### src/rtl/hoop_pkg.sv
// hoop_pkg: shared types and helpers for the hoop round controller.
package hoop_pkg;

  typedef enum logic [1:0] {
    IDLE    = 2'd0,
    RUNNING = 2'd1,
    OVER    = 2'd2
  } state_t;

  localparam int TIME_W = 8;

  // prescaler width for a given clock rate, at least 1 bit
  function automatic int presc_w(input int hz);
    return (hz > 1) ? $clog2(hz) : 1;
  endfunction

  // stability counter width, able to hold the full debounce count
  function automatic int db_w(input int cyc);
    return (cyc > 0) ? $clog2(cyc + 1) : 1;
  endfunction

  // saturating add of a small increment to a w-bit score
  function automatic logic [31:0] sat_add(input logic [31:0] score, input logic [1:0] inc,
                                          input int w);
    logic [32:0] sum;
    logic [32:0] mx;
    mx  = (33'd1 << w) - 33'd1;
    sum = {1'b0, score} + 33'(inc);
    return (sum > mx) ? mx[31:0] : sum[31:0];
  endfunction

endpackage

### src/rtl/hoop_round_debounce.sv
// hoop_debounce: 2-FF synchroniser, stability counter and rising-edge basket pulse
// for one hoop switch.
module hoop_debounce
  import hoop_pkg::*;
#(
  parameter int DEBOUNCE_CYC = 500_000
) (
  input  logic clock,
  input  logic reset,
  input  logic raw,
  output logic basket
);

  localparam int CW = db_w(DEBOUNCE_CYC);

  logic          s1, s2, level, level_d;
  logic [CW-1:0] cnt;

  // synchronise, then accept the new level once it has differed for DEBOUNCE_CYC cycles
  always_ff @(posedge clock or posedge reset) begin
    if (reset) begin
      s1      <= 1'b0;
      s2      <= 1'b0;
      level   <= 1'b0;
      level_d <= 1'b0;
      cnt     <= '0;
    end else begin
      s1      <= raw;
      s2      <= s1;
      level_d <= level;
      if (s2 == level) begin
        cnt <= '0;
      end else if (cnt == CW'(DEBOUNCE_CYC - 1)) begin
        level <= s2;
        cnt   <= '0;
      end else begin
        cnt <= cnt + CW'(1);
      end
    end
  end

  assign basket = level & ~level_d;

endmodule

### src/rtl/hoop_round_ctrl.sv
// hoop_round_ctrl: round timer FSM, one-second prescaler and per-channel saturating
// scores fed by debounced hoop switches.
// Optional feature macro: HOOP_DOUBLE_PTS_EN (double points in the final DOUBLE_WINDOW seconds).
module hoop_round_ctrl
  import hoop_pkg::*;
#(
  parameter int CLK_HZ        = 50_000_000,
  parameter int ROUND_SEC     = 10,
  parameter int NUM_CH        = 2,
  parameter int SCORE_W       = 8,
  parameter int DEBOUNCE_CYC  = 500_000,
  parameter int DOUBLE_WINDOW = 3
) (
  input  logic                      clock,
  input  logic                      reset,
  input  logic                      start,
  input  logic [NUM_CH-1:0]         hoop_in,
  output logic [TIME_W-1:0]         time_left,
  output logic [NUM_CH*SCORE_W-1:0] scores,
  output logic                      running,
  output logic                      game_over,
  output logic                      round_done,
  output logic                      sec_tick
);

  localparam int PW = presc_w(CLK_HZ);

`ifdef HOOP_DOUBLE_PTS_EN
  localparam bit DBL_EN = 1'b1;
`else
  localparam bit DBL_EN = 1'b0;
`endif

  state_t        state, state_nx;
  logic [PW-1:0] presc;
  logic          tick, go, dbl;
  logic [1:0]    inc;

  assign tick = (state == RUNNING) && (presc == PW'(CLK_HZ - 1));
  // start only counts outside a running round
  assign go   = start && (state != RUNNING);
  assign dbl  = DBL_EN && (time_left <= TIME_W'(DOUBLE_WINDOW));
  assign inc  = dbl ? 2'd2 : 2'd1;

  assign running   = (state == RUNNING);
  assign game_over = (state == OVER);

  // state register
  always_ff @(posedge clock or posedge reset) begin
    if (reset) state <= IDLE;
    else       state <= state_nx;
  end

  // next-state: the final tick ends the round regardless of start
  always_comb begin
    state_nx = state;
    case (state)
      IDLE:    if (start) state_nx = RUNNING;
      RUNNING: if (tick && time_left == TIME_W'(1)) state_nx = OVER;
      OVER:    if (start) state_nx = RUNNING;
      default: state_nx = IDLE;
    endcase
  end

  // prescaler, seconds countdown and registered pulses
  always_ff @(posedge clock or posedge reset) begin
    if (reset) begin
      presc      <= '0;
      time_left  <= TIME_W'(ROUND_SEC);
      sec_tick   <= 1'b0;
      round_done <= 1'b0;
    end else begin
      sec_tick   <= tick;
      round_done <= tick && (time_left == TIME_W'(1));
      if (go) begin
        presc     <= '0;
        time_left <= TIME_W'(ROUND_SEC);
      end else if (tick) begin
        presc     <= '0;
        time_left <= time_left - TIME_W'(1);
      end else if (state == RUNNING) begin
        presc <= presc + PW'(1);
      end
    end
  end

  for (genvar k = 0; k < NUM_CH; k++) begin : g_ch
    logic               basket;
    logic [SCORE_W-1:0] score;

    hoop_debounce #(.DEBOUNCE_CYC(DEBOUNCE_CYC)) u_db (
      .clock  (clock),
      .reset  (reset),
      .raw    (hoop_in[k]),
      .basket (basket)
    );

    // score clears on start and only accumulates while running
    always_ff @(posedge clock or posedge reset) begin
      if (reset)                               score <= '0;
      else if (go)                             score <= '0;
      else if (state == RUNNING && basket)     score <= SCORE_W'(sat_add(32'(score), inc, SCORE_W));
    end

    assign scores[k*SCORE_W +: SCORE_W] = score;
  end

endmodule

### config.mk
export PLATFORM = sky130hd
export DESIGN_NAME = hoop_round_ctrl
export DESIGN_NICKNAME = d
export VERILOG_FILES = /design/src/rtl/hoop_pkg.sv /design/src/rtl/hoop_round_debounce.sv /design/src/rtl/hoop_round_ctrl.sv
export SDC_FILE = /design/constraint.sdc
export NUM_CORES = 1
export LEC_CHECK = 0
export ABC_AREA = 1
export CORE_ASPECT_RATIO = 1.2
export CORE_MARGIN = 3
export CORE_UTILIZATION = 65
export DETAILED_ROUTE_END_ITERATION = 7
export GPL_ROUTABILITY_DRIVEN = 1
export MAX_ROUTING_LAYER = met4
export PLACE_DENSITY_LB_ADDON = 0.3
export SYNTH_ARGS = -nofsm -noshare
export SYNTH_HDL_FRONTEND = slang
export SYNTH_SLANG_ARGS = --single-unit
### constraint.sdc
create_clock -name clock -period 10.4 [get_ports clock]
set_input_delay 2.08 -clock clock [delete_from_list [all_inputs] [get_ports clock]]
set_output_delay 2.08 -clock clock [all_outputs]
set_load 0.03 [all_outputs]
Yosys cells after proc, flatten, opt, wreduce, memory -nomap -nowiden

Cells that the tools add are included.

Output and inout bits: 28
Logic and storage cells: 74
Input bits: 5
Flip-flop bits (word level): 100

$lt $le $gt $ge: 2
Equal/unequal tests: 11
Add/subtract/negate cells: 6
Mux-type cells: 18
Reduce and logical (&&, ||, !) cells: 14
Bitwise operators: 6

Operators with widths:

| operator                                                                        | count |
|---|---|
| 26-bit 2-to-1 mux                                                               | 3 |
| 19-bit 2-to-1 mux                                                               | 4 |
| 8-bit 2-to-1 mux                                                                | 8 |
| 19-bit by 1-bit adder with 19-bit output, second input constant                 | 2 |
| 19-bit == test, second input constant                                           | 2 |
| 26-bit by 1-bit adder with 26-bit output, second input constant                 | 1 |
| 26-bit == test, second input constant                                           | 1 |
| 8-bit by 1-bit adder with 9-bit output, second input constant                   | 2 |
| 9-bit by 8-bit greater-than comparator with 1-bit output, second input constant | 2 |
| 8-bit by 1-bit == test with 1-bit output, second input constant                 | 1 |
| 8-bit by 1-bit subtractor with 8-bit output, second input constant              | 1 |
| 2-bit by 1-bit != test with 1-bit output, second input constant                 | 3 |
| 2-bit AND reduction                                                             | 3 |
| 2-bit nonzero test                                                              | 3 |
| 1-bit logical AND                                                               | 5 |
| 2-bit 2-to-1 mux                                                                | 2 |
| 1-bit NOT                                                                       | 4 |
| 2-bit case mux with 2 select lines                                              | 1 |
| 3-bit nonzero test                                                              | 1 |
| 1-bit AND                                                                       | 2 |
| 1-bit == test                                                                   | 2 |
| 2-bit by 1-bit == test with 1-bit output, second input constant                 | 1 |
| 2-bit == test, second input constant                                            | 1 |
| 2-bit logical NOT                                                               | 1 |
| 2-bit OR reduction                                                              | 1 |

Logic depth before layout (Yosys ltp)

Word-level depth: 5
Depth in mapped cells: 11
Gate-level depth less buffers: 11

Modules after synthesis

Synthesis repeated with hierarchy kept, for this count alone.

Cells, all modules: 797
Area, all modules: 5982.0 µm²

Modules (own cells, without submodules):

| module          | cells an instance | instances | area an instance (µm²) | seq. area each (µm²) |
|---|---|---|---|---|
| hoop_round_ctrl | 491               | 1         | 3452.1                 | 1353.8 |
| hoop_debounce   | 153               | 2         | 1265.0                 | 575.6 |

Least setup slack after synthesis

OpenSTA, ideal clock, no wires.

Path type: input -> register
From: in start
To: reg presc[18]
Arrival time: 2.870 ns
Path slack: 7.410 ns
Library setup time: 0.120 ns
Path buffers: 0
Data required time: 10.280 ns
Stages on the path: 6
Cell sequence: inv_1 -> nor2_1 -> inv_4 -> nand2_8 -> inv_2 -> and3_1

Longest elaborated chain between the ends: 2
Elaborated cells between the ends (all ways): 3
Those cells by class: mux: 1; reduce/logical: 2

RTL lines:

| item                                                                     | line                  | text |
|---|---|---|
| start: declaration                                                       | hoop_round_ctrl.sv:16 | `input logic start,` |
| 1-bit logical AND *                                                      | hoop_round_ctrl.sv:41 | `assign go = start && (state != RUNNING);` |
| 3-bit nonzero test (no source line) or 26-bit 2-to-1 mux (tied branches) | -                     |  |
| end signal: assignment                                                   | hoop_round_ctrl.sv:82 | `presc <= presc + PW'(1);` |
| end: declaration                                                         | hoop_round_ctrl.sv:35 | `logic [PW-1:0] presc;` |

Mark *: on every way between the ends. The rest lies on a longest branch, timed or not.
A chain may end at the register's enable or synchronous reset.

Worst setup path after layout

From: reg state[1]
To: out running

Longest elaborated chain between the ends: 1

RTL lines:

| item                                     | line                  | text |
|---|---|---|
| start: declaration                       | hoop_round_ctrl.sv:34 | `state_t state, state_nx;` |
| start signal: assignment                 | hoop_round_ctrl.sv:51 | `else state <= state_nx;` |
| 2-bit by 1-bit == test with 1-bit output | hoop_round_ctrl.sv:45 | `assign running = (state == RUNNING);` |
| end: declaration                         | hoop_round_ctrl.sv:20 | `output logic running,` |

No other way between the ends.

==> run metrics <==
status=finished clean; Mapped Nets=785; cts bufs inserted=9; first-pass GRT wire length=~22 mm; crit end category=output port; Worst Setup SP=state[1]$_DFFE_PP0P_; Mean Syn Cell Area=7.48 µm²; area grow syn2layout=10.7%; Antenna Diode Count=0; starting DRC count in detailed routing=380; core area=between 8000 and 9000 µm²; min Tclk post-route=3820 ps; Tightest Pin Transition=952 ps; clk sinks=100; post-synthesis mux area share=less than 1%; area fraction in compound gates after synthesis=about 5.4%; Buffers on Ports=32; final hold viol count=0; RR Endpoint=g_ch[1].u_db.cnt[13]$_DFF_PP0_; Required @ worst endpoint=between 8000 and 9000 ps; pin count of the biggest net entering global routing=a little under 80; cell count after placement=914; CTS clk-pin slew, worst paths=approximately 100 ps; XOR/XNOR Fraction of Synth Area=between 3 and 4%; type of origin of the critical path=flop; number of flops mapped to enable cells by yosys=0; CP peak stage delay=between 700 and 800 ps; largest family of logic cells by synthesized area=simple AND/OR/NAND/NOR gates; r2r setup slk=between 8000 and 9000 ps; fin nets=roughly 800; Fin Clk Skew=around 9.0 ps; Final GP Congestion=0.963; initial antenna violation count=0; post-DP HPWL=a little over 9 mm; Worst Hold Class=reg2reg; CTS Root Cell=clkbuf_8; vias per std cell=approximately 5.6; critical path class=reg2out; Slew Limit Fails=0; drt first pass iters=5; post-synth cell types=45; register area share after synthesis=43.4%; crit-path cells=nor2_4 > clkdlybuf4s50_1; FF-to-FF Start=g_ch[1].u_db.cnt[0]$_DFF_PP0_; Cell Count, Final, Fillers Out=between 900 and 1000; clock buffer depth=2; adder-cell share of the synthesized area=around 2.0%; CP Data Arrival Time=between 1500 and 2000 ps; top-count cell post-synth=nand2_1; FF+latch count, synth=100; Achievable Freq=roughly 260 MHz; initial core utilization=between 60% and 70%; Slew HR=a little over a third; post-CTS resize count=0; via count=between 5000 and 6000; R2R cell count=8; drt total wl=~13 mm; # rows=37; synth warn=0; unrepaired setup endpoints after global routing=no; final cycle utilization of the critical path=a little under two fifths; number of remaining DRC errors=0; main flop type after synthesis=dfrtp_1; post-synth top area share=between 40 and 50%; number of global-route vias before repair=about 5200; Die Y=around 110 µm; gr usage total=roughly 28%; share of post-route cells with drive strength above 1=6.77%; Chip Width=about 90 µm; Synth top cells by count=nand2_1, nor2_1, inv_1; sum of negative setup slack=0 ps; setup bufs post-CTS=0; # Max-Cap Violations=0; post-DR wirelength/cell=13.5 µm; CP max-delay cell=clkdlybuf4s50_1; post-synth top area cell=dfrtp_1; Clock H-tree levels=3; IO Pins=33; die area=10000 µm²; Final setup viols=0; top post-synthesis cells by area=dfrtp_1, nand2_1, nor2_1, inv_1, nand3_1; Worst Setup EP=running; asr flop ratio synth=100%; Synth Area in Simple Gates=37.8%; Worst IR Drop VDD=roughly 0.10 mV; Post-Synthesis Cells=about 770; leakage power=approximately 0.0030 µW; CTS tree=done; crit path max fanout=7; PD cells=129 nW/µm²; cts hold-fix bufs=0; synthesized area=5770 µm²; antenna-violating nets left=0; clk_lat worst skew=around 380 ps; GR Overflow Total=0
## kinds of logic (layout without fill, tap and decap cells)
group | after synthesis | count (layout)
xor gates and xnor gates | 22 | 22
buffers and inverters | 111 | 153
adders and majority gates | 9 | 9
muxes | 1 | 1
and+or+nand+nor | 475 | 475
DFF | 100 | 100
AOI/OAI and AO/OA | 53 | 53
## critical path, delay by kind of cell, from the launching register on
kind | cells | cell delay [ps]
AND/OR/NAND/NOR | 1 | 220
buffers and inverters | 1 | 710
flip-flops | 1 | 420
## flip-flops by register name, indices dropped and copies added, names as in the netlist
name and count:
g_ch.u_db.s2 2, round_done 1, sec_tick 1, g_ch.score 16, g_ch.u_db.level 2, g_ch.u_db.level_d 2, g_ch.u_db.cnt 38, presc 26
time_left 8, state 2, g_ch.u_db.s1 2
## layout by cell type, fill, tap and decap left out, types with 4 or more instances in the layout
cell type / n
nand2_1: 190
nand2_2: 5
a21oi_1: 13
ha_1: 9
xor2_1: 20
a211oi_1: 5
clkbuf_8: 9
nor3b_1: 5
dfrtp_1: 98
o21ai_0: 21
nor2_1: 120
clkdlybuf4s50_1: 32
inv_1: 98
nor3_1: 27
nor2_2: 5
inv_2: 4
nand3_1: 72
nand4_1: 27
## where the power goes
group	internal [µW]	switching [µW]	total [µW]
combinational	47.4	76.9	124
clock	115	147	262
sequential	414	26.5	440
total	575	250	826
## worst min-delay path by stage
stage | start | to | slack (ps) | cells after the start
4_1_cts | g_ch[1].u_db.s1$_DFF_PP0_ | g_ch[1].u_db.s2$_DFF_PP0_ | 360 | 0
3_5_place_dp | g_ch[1].u_db.s1$_DFF_PP0_ | g_ch[1].u_db.s2$_DFF_PP0_ | 340 | 0
6_report | g_ch[1].u_db.s1$_DFF_PP0_ | g_ch[1].u_db.s2$_DFF_PP0_ | 360 | 0
3_3_place_gp | g_ch[1].u_db.s1$_DFF_PP0_ | g_ch[1].u_db.s2$_DFF_PP0_ | 340 | 0
5_1_grt | g_ch[1].u_db.s1$_DFF_PP0_ | g_ch[1].u_db.s2$_DFF_PP0_ | 380 | 0
2_1_floorplan | g_ch[0].u_db.s1$_DFF_PP0_ | g_ch[0].u_db.s2$_DFF_PP0_ | 330 | 0
## area by class of cell
| type | count | area (µm²) |
|---|---|---|
| tap | 117 | 146 |
| inverter | 104 | 395 |
| fill | 691 | 2220 |
| timing repair buffer | 33 | 328 |
| multi-input combinational | 560 | 2810 |
| sequential | 100 | 2500 |
| clock buffer | 9 | 124 |
| clock inverter | 7 | 82.6 |
## per-layer routing
| layer | vias to the layer above | global-route usage [%] | wire length (µm) |
|---|---|---|---|
| li1 | 2551 | - | - |
| met2 | 131 | 48.3 | 6380 |
| met4 | 0 | 11.4 | 215 |
| met3 | 19 | 3.73 | 508 |
| met1 | 2492 | 33.0 | 5440 |
| met5 | - | - | 0 |
## per-stage QoR
step                cell area (µm²)  hold slack (ps)  power [µW]  utilization (%)  worst slack (ps)
finish                         6390              358         826             74.2              6580
global route                   6390              379         865             74.2              6490
CTS                            6390              360         830             74.2              6570
detailed placement             6180              336         572             71.8              6400
global placement               6180              335         565             71.8              6500
floorplan                      5770              331         532                -              5700
Power figures use the tool's default switching activity.
